File: src/rtl/cpu_trace_pkg.sv
// -----------------------------------------------------------------------------
// cpu_trace_pkg
//   Shared definitions for the CPU trace buffer: FSM state encoding, default
//   capacity, the 99-bit trace record layout and the flag bit positions.
// -----------------------------------------------------------------------------
package cpu_trace_pkg;

    // Capture FSM encoding; the raw value is visible on the 'state' port.
    typedef enum logic [1:0] {
        ST_IDLE  = 2'd0,
        ST_ARMED = 2'd1,
        ST_POST  = 2'd2,
        ST_DONE  = 2'd3
    } trace_state_e;

    // Default record capacity (must be a power of two).
    localparam int unsigned TRACE_DEPTH_DEF = 16;

    // Record = PC + IR + ALUOut + 3 status flags.
    localparam int unsigned REC_W  = 99;
    localparam int unsigned FLAG_W = 3;

    // Bit positions inside the flag field, so flags read back as {jump,branch,zero}.
    localparam int unsigned FLAG_ZERO   = 0;
    localparam int unsigned FLAG_BRANCH = 1;
    localparam int unsigned FLAG_JUMP   = 2;

    typedef struct packed {
        logic [FLAG_W-1:0] flags;
        logic [31:0]       alu;
        logic [31:0]       ir;
        logic [31:0]       pc;
    } trace_rec_t;

    // True in the states where retiring records are stored.
    function automatic logic is_capture_state(input trace_state_e s);
        return (s == ST_ARMED) || (s == ST_POST);
    endfunction

    // True in the states where the consumer may read records.
    function automatic logic is_read_state(input trace_state_e s);
        return (s == ST_IDLE) || (s == ST_DONE);
    endfunction

endpackage : cpu_trace_pkg

File: src/rtl/trace_ram.sv
// -----------------------------------------------------------------------------
// trace_ram
//   DEPTH x WIDTH register array holding trace records.
//   One synchronous write port, one asynchronous (combinational) read port.
//
// Ports
//   clk      in   write clock
//   we_i     in   write enable
//   waddr_i  in   write address
//   wdata_i  in   write data
//   raddr_i  in   read address
//   rdata_o  out  read data, follows raddr_i combinationally
// -----------------------------------------------------------------------------
module trace_ram #(
    parameter int unsigned DEPTH = 16,
    parameter int unsigned WIDTH = 99
) (
    input  logic                       clk,
    input  logic                       we_i,
    input  logic [$clog2(DEPTH)-1:0]   waddr_i,
    input  logic [WIDTH-1:0]           wdata_i,
    input  logic [$clog2(DEPTH)-1:0]   raddr_i,
    output logic [WIDTH-1:0]           rdata_o
);

    logic [WIDTH-1:0] mem_q [DEPTH];

    // NOTE: storage has no reset; validity is tracked by the pointers and
    // count in the parent, so stale contents are never observed.
    // NOTE: sequential state is always updated with non-blocking assignments.
    always_ff @(posedge clk) begin
        if (we_i) begin
            mem_q[waddr_i] <= wdata_i;
        end
    end

    assign rdata_o = mem_q[raddr_i];

endmodule : trace_ram

File: src/rtl/cpu_trace_buffer.sv
// -----------------------------------------------------------------------------
// cpu_trace_buffer
//   Triggered circular trace buffer for a CPU. An 'arm' pulse clears the
//   buffer and starts a run; retiring records are captured continuously
//   (oldest overwritten when full) until the PC trigger hits, then post_cnt
//   further records are captured and the run stops. Records are drained
//   through a valid/ready read port once the run is done.
//
// Ports
//   clk                        in   system clock, rising edge
//   reset                      in   asynchronous active-low reset
//   arm                        in   pulse: clear buffer, start capture run
//   trig_pc[31:0]              in   trigger PC
//   post_cnt[3:0]              in   records to capture after the trigger
//   cap_valid                  in   CPU record inputs are valid this cycle
//   pc_in/ir_in/alu_in[31:0]   in   CPU PC, IR, ALUOut
//   zero_in/branch_in/jump_in  in   CPU status flags
//   rd_ready                   in   consumer accepts head record
//   rd_valid                   out  head record available
//   rd_pc/rd_ir/rd_alu[31:0]   out  head record fields (zero when invalid)
//   rd_flags[2:0]              out  head record {jump,branch,zero}
//   count                      out  number of stored records
//   state[1:0]                 out  FSM state
//   overflow                   out  sticky: a record was overwritten this run
// -----------------------------------------------------------------------------
module cpu_trace_buffer
    import cpu_trace_pkg::*;
#(
    parameter int unsigned DEPTH = TRACE_DEPTH_DEF
) (
    input  logic                      clk,
    input  logic                      reset,
    input  logic                      arm,
    input  logic [31:0]               trig_pc,
    input  logic [3:0]                post_cnt,
    input  logic                      cap_valid,
    input  logic [31:0]               pc_in,
    input  logic [31:0]               ir_in,
    input  logic [31:0]               alu_in,
    input  logic                      zero_in,
    input  logic                      branch_in,
    input  logic                      jump_in,
    input  logic                      rd_ready,
    output logic                      rd_valid,
    output logic [31:0]               rd_pc,
    output logic [31:0]               rd_ir,
    output logic [31:0]               rd_alu,
    output logic [2:0]                rd_flags,
    output logic [$clog2(DEPTH):0]    count,
    output logic [1:0]                state,
    output logic                      overflow
);

    localparam int unsigned AW = $clog2(DEPTH);
    localparam int unsigned CW = AW + 1;

    localparam logic [AW-1:0] PTR_ONE    = AW'(1);
    localparam logic [CW-1:0] CNT_ONE    = CW'(1);
    localparam logic [CW-1:0] CNT_FULL   = CW'(DEPTH);

    // -------------------------------------------------------------------------
    // State
    // -------------------------------------------------------------------------
    trace_state_e   state_q;
    logic [3:0]     remaining_q;

    logic [AW-1:0]  head_q, head_d;
    logic [AW-1:0]  tail_q, tail_d;
    logic [CW-1:0]  count_q, count_d;
    logic           overflow_q, overflow_d;

    // -------------------------------------------------------------------------
    // Control strobes
    // -------------------------------------------------------------------------
    logic       wr_en;
    logic       pop;
    logic       full;
    logic       trig_hit;
    trace_rec_t wr_rec;
    trace_rec_t head_rec;
    logic [REC_W-1:0] ram_rdata;

    assign full     = (count_q == CNT_FULL);
    assign trig_hit = (pc_in == trig_pc);

    // arm wins over both capture and pop in the same cycle.
    assign wr_en    = cap_valid && is_capture_state(state_q) && !arm;
    assign rd_valid = is_read_state(state_q) && (count_q != '0);
    assign pop      = rd_valid && rd_ready && !arm;

    // -------------------------------------------------------------------------
    // Record assembly
    // -------------------------------------------------------------------------
    always_comb begin
        // NOTE: every combinational output gets a default first so no latch
        // is inferred on paths that do not assign it.
        wr_rec                    = '0;
        wr_rec.pc                 = pc_in;
        wr_rec.ir                 = ir_in;
        wr_rec.alu                = alu_in;
        wr_rec.flags[FLAG_ZERO]   = zero_in;
        wr_rec.flags[FLAG_BRANCH] = branch_in;
        wr_rec.flags[FLAG_JUMP]   = jump_in;
    end

    // -------------------------------------------------------------------------
    // Pointer / count / overflow next state
    // -------------------------------------------------------------------------
    always_comb begin
        head_d     = head_q;
        tail_d     = tail_q;
        count_d    = count_q;
        overflow_d = overflow_q;

        if (arm) begin
            head_d     = '0;
            tail_d     = '0;
            count_d    = '0;
            overflow_d = 1'b0;
        end else if (wr_en) begin
            tail_d = tail_q + PTR_ONE;
            if (full) begin
                // Oldest record is overwritten: head follows tail, count holds.
                head_d     = head_q + PTR_ONE;
                overflow_d = 1'b1;
            end else begin
                count_d = count_q + CNT_ONE;
            end
        end else if (pop) begin
            // Writes and pops are never concurrent: they live in disjoint states.
            head_d  = head_q + PTR_ONE;
            count_d = count_q - CNT_ONE;
        end
    end

    always_ff @(posedge clk or negedge reset) begin
        if (!reset) begin
            head_q     <= '0;
            tail_q     <= '0;
            count_q    <= '0;
            overflow_q <= 1'b0;
        end else begin
            head_q     <= head_d;
            tail_q     <= tail_d;
            count_q    <= count_d;
            overflow_q <= overflow_d;
        end
    end

    // -------------------------------------------------------------------------
    // Capture FSM
    // -------------------------------------------------------------------------
    always_ff @(posedge clk or negedge reset) begin
        if (!reset) begin
            state_q     <= ST_IDLE;
            remaining_q <= '0;
        end else if (arm) begin
            state_q     <= ST_ARMED;
            remaining_q <= '0;
        end else begin
            unique case (state_q)
                ST_IDLE: begin
                    state_q <= ST_IDLE;
                end
                ST_ARMED: begin
                    if (cap_valid && trig_hit) begin
                        if (post_cnt == 4'd0) begin
                            state_q <= ST_DONE;
                        end else begin
                            state_q     <= ST_POST;
                            remaining_q <= post_cnt;
                        end
                    end
                end
                ST_POST: begin
                    // A PC match here is an ordinary record; only the count matters.
                    if (cap_valid) begin
                        remaining_q <= remaining_q - 4'd1;
                        if (remaining_q == 4'd1) begin
                            state_q <= ST_DONE;
                        end
                    end
                end
                ST_DONE: begin
                    if (pop && (count_q == CNT_ONE)) begin
                        state_q <= ST_IDLE;
                    end
                end
                default: begin
                    state_q <= ST_IDLE;
                end
            endcase
        end
    end

    // -------------------------------------------------------------------------
    // Record storage
    // -------------------------------------------------------------------------
    trace_ram #(
        .DEPTH (DEPTH),
        .WIDTH (REC_W)
    ) u_trace_ram (
        .clk     (clk),
        .we_i    (wr_en),
        .waddr_i (tail_q),
        .wdata_i (wr_rec),
        .raddr_i (head_q),
        .rdata_o (ram_rdata)
    );

    assign head_rec = ram_rdata;

    // -------------------------------------------------------------------------
    // Outputs
    // -------------------------------------------------------------------------
    // Unwritten storage may hold X; masking with rd_valid keeps the port clean.
    assign rd_pc    = rd_valid ? head_rec.pc    : 32'd0;
    assign rd_ir    = rd_valid ? head_rec.ir    : 32'd0;
    assign rd_alu   = rd_valid ? head_rec.alu   : 32'd0;
    assign rd_flags = rd_valid ? head_rec.flags : 3'd0;

    assign count    = count_q;
    assign state    = state_q;
    assign overflow = overflow_q;

endmodule : cpu_trace_buffer

File: config.mk
export PLATFORM = sky130hd
export DESIGN_NAME = cpu_trace_buffer
export DESIGN_NICKNAME = d
export VERILOG_FILES = /design/src/rtl/cpu_trace_pkg.sv /design/src/rtl/trace_ram.sv /design/src/rtl/cpu_trace_buffer.sv
export SDC_FILE = /design/constraint.sdc
export NUM_CORES = 1
export LEC_CHECK = 0
export BUFFER_PORTS_ARGS = -buffer_cell sky130_fd_sc_hd__buf_2
export CAP_MARGIN = 30
export CORE_ASPECT_RATIO = 1.2
export CORE_UTILIZATION = 30
export DETAILED_ROUTE_END_ITERATION = 10
export PLACE_DENSITY_LB_ADDON = 0.2
export SYNTH_ARGS = -nofsm -noshare
export SYNTH_HDL_FRONTEND = slang
export SYNTH_SLANG_ARGS = --single-unit
File: constraint.sdc
create_clock -name clk -period 23.6 [get_ports clk]
set_clock_uncertainty 0.2 [all_clocks]
set_input_delay 4.72 -clock clk [delete_from_list [all_inputs] [get_ports clk]]
set_output_delay 4.72 -clock clk [all_outputs]
set_load 0.02 [all_outputs]
==> flow_metrics.py, run 1 <==
metrics = {
    "synthesis": {
        "synthesis.nets": 2671,
        "netlist_instances": 2518,
        "synth_seq_cells": 1604,
        "synth_cell_types": 43,
        "synthFlopType": "edfxtp_1",
        "seq_area_frac_synth_pct": 77.9,
        "synth_edf_count": 1584,
        "synth_area_per_cell_sq_um": 24.5,
        "yosys_warnings": 0,
        "syn_area_sq_um": 61700,
        "async_flop_share_pct": 1.25,
    },
    "global_route": {
        "met1_usage_pct": 19.9,
        "top_usage_layer": "met2",
        "grt_util_met3_pct": 2.69,
        "grt_pass1_vias": 30498,
        "grt_max_degree": 154,
        "grt_use_total_pct": 15.8,
        "grt_pass1_wl_mm": 232,
        "met2_usage_pct": 28.1,
        "grt_overflow": 0,
        "grt_antenna_before_repair": 33,
    },
    "worst_setup_path": {
        "slowest_delay_ns": 0.81,
        "crit_required_ns": 18.68,
        "slowest_stage": "dfrtp_4",
        "critical_path_buf_inv_count": 6,
        "cp-end-kind": "output port",
        "crit_family": "buffers and inverters",
        "crit_path_start": "head_q[0]",
        "critPathArrivalTime_ns": 5.25,
        "regToRegStartpoint": "state[0]",
        "r2r_slack_ns": 19.05,
        "worstPathMaxFanout": 118,
        "worstReg2RegEnd": "u_trace_ram.mem_q[11][49]",
        "cp-start-kind": "flip-flop",
        "path_class": "reg -> out",
        "r2r_cells": 9,
        "path_cells": "buf_12 > buf_4 > buf_16 > buf_4 > buf_16 > mux4_2 > mux4_2 > nor2b_1 > buf_2",
    },
    "power_and_ir_drop": {
        "pwr_density_cell_nw_per_um2": 90.5,
        "power_switching_uw": 1460,
        "comb_power_share_pct": 11.2,
        "clkPwrFrac_pct": 39.9,
        "internal-power_uw": 5050,
        "sequentialPowerShare_pct": 48.9,
        "ir_worst_vdd_uv": 66.6,
        "swShare_pct": 22.4,
        "power.leakage_uw": 0.0222,
    },
    "sta": {
        "final-hold-violation-count": 0,
        "period_needed_ns": 10.17,
        "post-route-period-util_pct": 43.1,
        "slew_headroom_pct": 14.0,
        "timing.fmax_mhz": 98.4,
        "final_max_slew_viol_count": 0,
        "tightest_slew_ns": 1.29,
        "rsz0062_at_grt": "false",
        "setup_violations": 0,
        "setup_tns_ns": 0,
    },
    "cells_and_area": {
        "final_nets": 3029,
        "syn_to_final_growth_pct": 16.6,
        "fill_cells": 18568,
        "final_cell_mix": "edfxtp_1 (1,584), mux4_2 (495), buf_2 (247), clkbuf_16 (166), nor2b_1 (100)",
        "mostFrequentLayoutCell": "edfxtp_1",
        "multi_input_area_sq_um": 13100,
        "seq_area_sq_um": 48100,
        "post-route-util_pct": 35.3,
        "drive_gt1_share_pct": 35.3,
    },
    "route": {
        "post_drt_wl_per_cell_um": 28.9,
        "route.detailed.drc": 0,
        "drt_iter0_drc": 2258,
        "first_pass_iters": 5,
        "ant_nets": 0,
        "vias": 27908,
        "viasPerCell": 4.92,
        "finalWirelength_mm": 164,
    },
    "clock_network": {
        "numClockSinks": 1604,
        "cts_tree": "done",
        "htree_num_levels": 4,
        "clock_path_buffers": 3,
        "holdBufCountCts": 0,
        "cts_buffers": 164,
        "post_cts_resized": 0,
        "insertion_delay_ns": 0.81,
        "cts.clk_slew.worst_paths_ns": 0.06,
        "cts_setup_buffers": 0,
        "cts-root-buf": "clkbuf_16",
    },
    "floorplan": {
        "die-area_sq_um": 207000,
        "io_pins": 248,
        "initial_core_util_pct": 30.3,
        "die_h_um": 499,
        "die_x_um": 416,
        "coreArea_sq_um": 204000,
        "rows": 181,
    },
    "worst_hold_path": {
        "min_path_cells": 2,
        "hold_end": "overflow",
        "hp-start": "overflow",
        "hp-class": "reg -> reg",
    },
    "placement": {
        "portBuffers": 247,
        "dp_hpwl_mm": 86.8,
        "gp_congestion": 0.731,
    },
    "outcome": {
        "status": "complete, no violations",
    },
    "job": {
        "cap_violations": 0,
    },
}
metrics by stage:
stage          instance area (sq um)  std cells  total power (uW)  setup slack [ns]  hold slack [ns]
2_1_floorplan                  61700       2518              3780             10.75            0.354
3_3_place_gp                   66300       5354              3970             13.46            0.329
3_5_place_dp                   66500       5362              3990             13.68            0.331
4_1_cts                        71900       5665              6600             12.77            0.345
5_1_grt                        71900       5667              6740             12.94            0.369
6_report                       71900       5668              6510             13.43            0.334
cell usage after synthesis (17+ instances only):
cell type / count / area [sq um]
xor2_1: 18 / 158
dfrtp_1: 20 / 500
edfxtp_1: 1584 / 47600
nor2b_1: 100 / 626
buf_2: 31 / 155
mux4_2: 495 / 11100
xnor2_1: 22 / 193
clkbuf_1: 74 / 278
nand2_1: 17 / 63.8
nor2_1: 36 / 135
metal layers:
layer / share of wire (%) / routed length [um]
met1: 41 / 67400
met2: 53 / 86300
met3: 3.9 / 6430
met4: 2.0 / 3350
met5: 0.091 / 149
power by group through the flow:
stage / registers [uW] / clock network (uW) / logic [uW]
after global routing: 3190 / 2760 / 786
after CTS: 3180 / 2660 / 750
final: 3180 / 2600 / 732
after global placement: 3240 / 0 / 724
after floorplan: 3230 / 0 / 553
after detailed placement: 3250 / 0 / 747
sequential cells by signal, summed over array words and instances (netlist names):
register and count:
remaining_q 4, head_q 4, overflow 1, tail_q 4, u_trace_ram.mem_q 1584, state 2
count 5
cells by family after synthesis:
| family | Yosys count | share of synthesized area, % |
|---|---|---|
| muxes | 498 | 18.1 |
| adders and majority gates | 13 | 0.264 |
| and+or+nand+nor | 188 | 1.69 |
| xor gates and xnor gates | 40 | 0.568 |
| DFF | 1604 | 77.9 |
| buffers and inverters | 143 | 1.09 |
| AOI/OAI and AO/OA | 32 | 0.341 |
cell type report:
class                           count  share of cell area [%]
Clock inverter                    101                    1.53
Timing Repair Buffer              322                    2.77
Antenna cell                        2                 0.00696
Tap cell                         2653                    4.62
Multi-Input combinational cell    771                    18.2
Sequential cell                  1604                    66.9
Inverter                           13                  0.0679
Clock buffer                      202                    5.96
worst min-delay path, cell delays in order, from the launching register on:
cell	delay [ns]
dfrtp_1	0.37
a21oi_1	0.05
nor2_1	0.08
worst max path at each step:
stage                                    to  cells after the start
floorplan           u_trace_ram.mem_q[0][0]                      4
global route                      rd_ir[14]                      9
finish                            rd_ir[11]                      9
detailed placement                rd_ir[20]                      8
global placement                  rd_ir[22]                      7
CTS                               rd_ir[20]                      8
No activity file was read; power rests on OpenSTA's default activity.
==> inputs of run 2 (changes only) <==
--- a/config.mk
+++ b/config.mk
@@ -5,6 +5,7 @@
 export SDC_FILE = /design/constraint.sdc
 export NUM_CORES = 1
 export LEC_CHECK = 0
+export ABC_AREA = 1
 export BUFFER_PORTS_ARGS = -buffer_cell sky130_fd_sc_hd__buf_2
 export CAP_MARGIN = 30
 export CORE_ASPECT_RATIO = 1.2
==> constraint.sdc (replaced) <==
create_clock -name clk -period 8.75 [get_ports clk]
set_clock_uncertainty 0.2 [all_clocks]
set_input_delay 1.75 -clock clk [delete_from_list [all_inputs] [get_ports clk]]
set_output_delay 1.75 -clock clk [all_outputs]
set_load 0.02 [all_outputs]
==> flow_metrics.py, run 2 <==
metrics = {
    "worst_setup_path": {
        "r2r_slack_ns": 4.63,
        "cp-end-kind": "output port",
        "critPathArrivalTime_ns": 4.97,
        "cp-start-kind": "flip-flop",
        "crit_required_ns": 6.80,
        "worstReg2RegEnd": "u_trace_ram.mem_q[8][37]",
        "worstPathMaxFanout": 209,
        "r2r_cells": 9,
        "regToRegStartpoint": "state[0]",
        "path_class": "reg -> out",
    },
    "power_and_ir_drop": {
        "power.leakage_uw": 0.0226,
        "ir_worst_vdd_uv": 328,
        "pwr_density_cell_nw_per_um2": 301,
    },
    "synthesis": {
        "yosysMostFrequentCell": "edfxtp_1",
        "syn_area_sq_um": 63000,
        "netlist_instances": 4526,
        "synth_cell_types": 33,
        "yosys-top-cells-count": "edfxtp_1 (1,584), nor2_1 (841), o21ai_0 (797), o221ai_1 (277), clkbuf_1 (235)",
        "synth_area_leaders": "edfxtp_1 (75%), o21ai_0 (6.3%), nor2_1 (5.0%), o221ai_1 (3.8%), o211ai_1 (1.4%)",
        "yosys.area.top_type": "edfxtp_1",
        "synth_area_per_cell_sq_um": 13.9,
        "yosys_warnings": 0,
        "seq_area_frac_synth_pct": 76.3,
        "async_flop_share_pct": 1.25,
        "synthFlopType": "edfxtp_1",
        "synth_edf_count": 1584,
        "synthesis.nets": 4679,
        "synth_seq_cells": 1604,
        "netlist.area_leader.share_pct": 75.5,
    },
    "clock_network": {
        "holdBufCountCts": 0,
        "cts-root-buf": "clkbuf_16",
        "cts_setup_buffers": 0,
        "numClockSinks": 1604,
        "htree_num_levels": 4,
        "post_cts_resized": 0,
        "cts_buffers": 165,
        "cts_tree": "done",
        "insertion_delay_ns": 0.80,
        "clock_path_buffers": 3,
        "cts.clk_slew.worst_paths_ns": 0.06,
    },
    "cells_and_area": {
        "drive_gt1_share_pct": 11.5,
        "syn_to_final_growth_pct": 14.6,
        "mostFrequentLayoutCell": "edfxtp_1",
        "fin_area_sq_um": 72300,
        "final_nets": 4801,
        "final_cell_mix": "edfxtp_1 (1,584), nor2_1 (825), o21ai_0 (797), o221ai_1 (277), buf_2 (247)",
        "top_register": "u_trace_ram.mem_q",
        "largest_reg_flops": 1584,
    },
    "route": {
        "drt_iter0_drc": 3176,
        "finalWirelength_mm": 188,
        "post_drt_wl_per_cell_um": 24.8,
        "vias": 39360,
        "ant_nets": 0,
        "viasPerCell": 5.20,
        "first_pass_iters": 6,
        "route.detailed.drc": 0,
    },
    "sta": {
        "setup_tns_ns": 0,
        "tightest_slew_ns": 1.12,
        "post-route-period-util_pct": 79.1,
        "timing.fmax_mhz": 145,
        "final_max_slew_viol_count": 0,
        "rsz0062_at_grt": "false",
        "final-hold-violation-count": 0,
        "slew_headroom_pct": 25.3,
        "setup_violations": 0,
        "period_needed_ns": 6.92,
    },
    "worst_hold_path": {
        "hold_end": "remaining_q[1]",
        "min_path_cells": 2,
        "hp-start": "remaining_q[1]",
        "hp-class": "reg -> reg",
    },
    "global_route": {
        "grt_pass1_wl_mm": 271,
        "grt_pass1_vias": 39276,
        "grt_overflow": 0,
        "grt_use_total_pct": 17.3,
        "grt_max_degree": 245,
        "grt_antenna_before_repair": 30,
    },
    "floorplan": {
        "initial_core_util_pct": 30.3,
        "die-area_sq_um": 212000,
        "coreArea_sq_um": 208000,
        "die_h_um": 504,
        "rows": 183,
        "io_pins": 248,
        "die_x_um": 420,
    },
    "placement": {
        "portBuffers": 247,
        "placed_cell_area_sq_um": 67000,
        "dp_hpwl_mm": 79.4,
        "gp_congestion": 0.703,
    },
    "job": {
        "cap_violations": 0,
    },
    "outcome": {
        "status": "complete, no violations",
    },
}
-- run 2: logic make-up (layout without fill, tap and decap cells) --
logic type	after synthesis	in the layout	synth area share [%]
xor+xnor	14	14	0.195
compound gates	1454	1454	13.9
fa+ha+maj	13	13	0.258
buf+inv	409	661	2.97
flops	1604	1604	76.3
simple gates	1032	1032	6.38
other cells	0	9	0
-- run 2: how the worst max path moves through the flow --
stage                     slack (ns)  cells after the start  startpoint                       to
after global placement          2.64                      7   head_q[0]                rd_pc[20]
after global routing            1.59                      7   head_q[0]                rd_pc[28]
final                           1.83                      7   head_q[0]                rd_pc[20]
after detailed placement        2.70                      7   head_q[0]                rd_pc[20]
after CTS                       1.81                      7   head_q[0]                rd_pc[20]
after floorplan                 1.38                      4         arm  u_trace_ram.mem_q[0][0]
-- run 2: cell type report --
type,instances,area (sq um)
diodes,9,22.5
clock buffers,209,4400
clock inverters,88,792
fillers,20390,136000
inverters,68,289
multi-input cells,2513,13200
flip-flops and latches,1604,48100
well taps,2775,3470
repair buffers,296,1980
-- run 2: per-stage QoR --
stage / cells / hold slack [ns] / power [uW] / worst slack [ns] / util, %
global placement: 7252 / 0.261 / 15100 / 2.64 / 32.2
finish: 7562 / 0.272 / 21800 / 1.83 / 34.8
CTS: 7553 / 0.274 / 22000 / 1.81 / 34.7
global route: 7557 / 0.310 / 22800 / 1.59 / 34.8
floorplan: 4526 / 0.242 / 12900 / 1.38 / -
detailed placement: 7256 / 0.258 / 15100 / 2.70 / 32.2
-- run 2: worst max-delay path, stage by stage, from the launching register on --
cell	delay [ns]
dfrtp_4	0.99
buf_12	0.64
buf_4	0.92
o21ai_0	0.22
o221ai_1	0.21
o211ai_1	0.11
a21oi_1	0.42
buf_2	0.25
-- run 2: layer usage --
layer / GRT usage, % / wire length [um]
met1: 24.0 / 86400
met2: 28.3 / 88700
met3: 2.87 / 9180
met4: 4.08 / 3540
met5: 0 / 103
-- run 2: where the power goes --
part	total, uW	internal [uW]	leakage (uW)	switching (uW)
Sequential	8730	8610	0.0145	116
Clock	6880	3910	0.00254	2970
Combinational	6140	1600	0.00551	4540
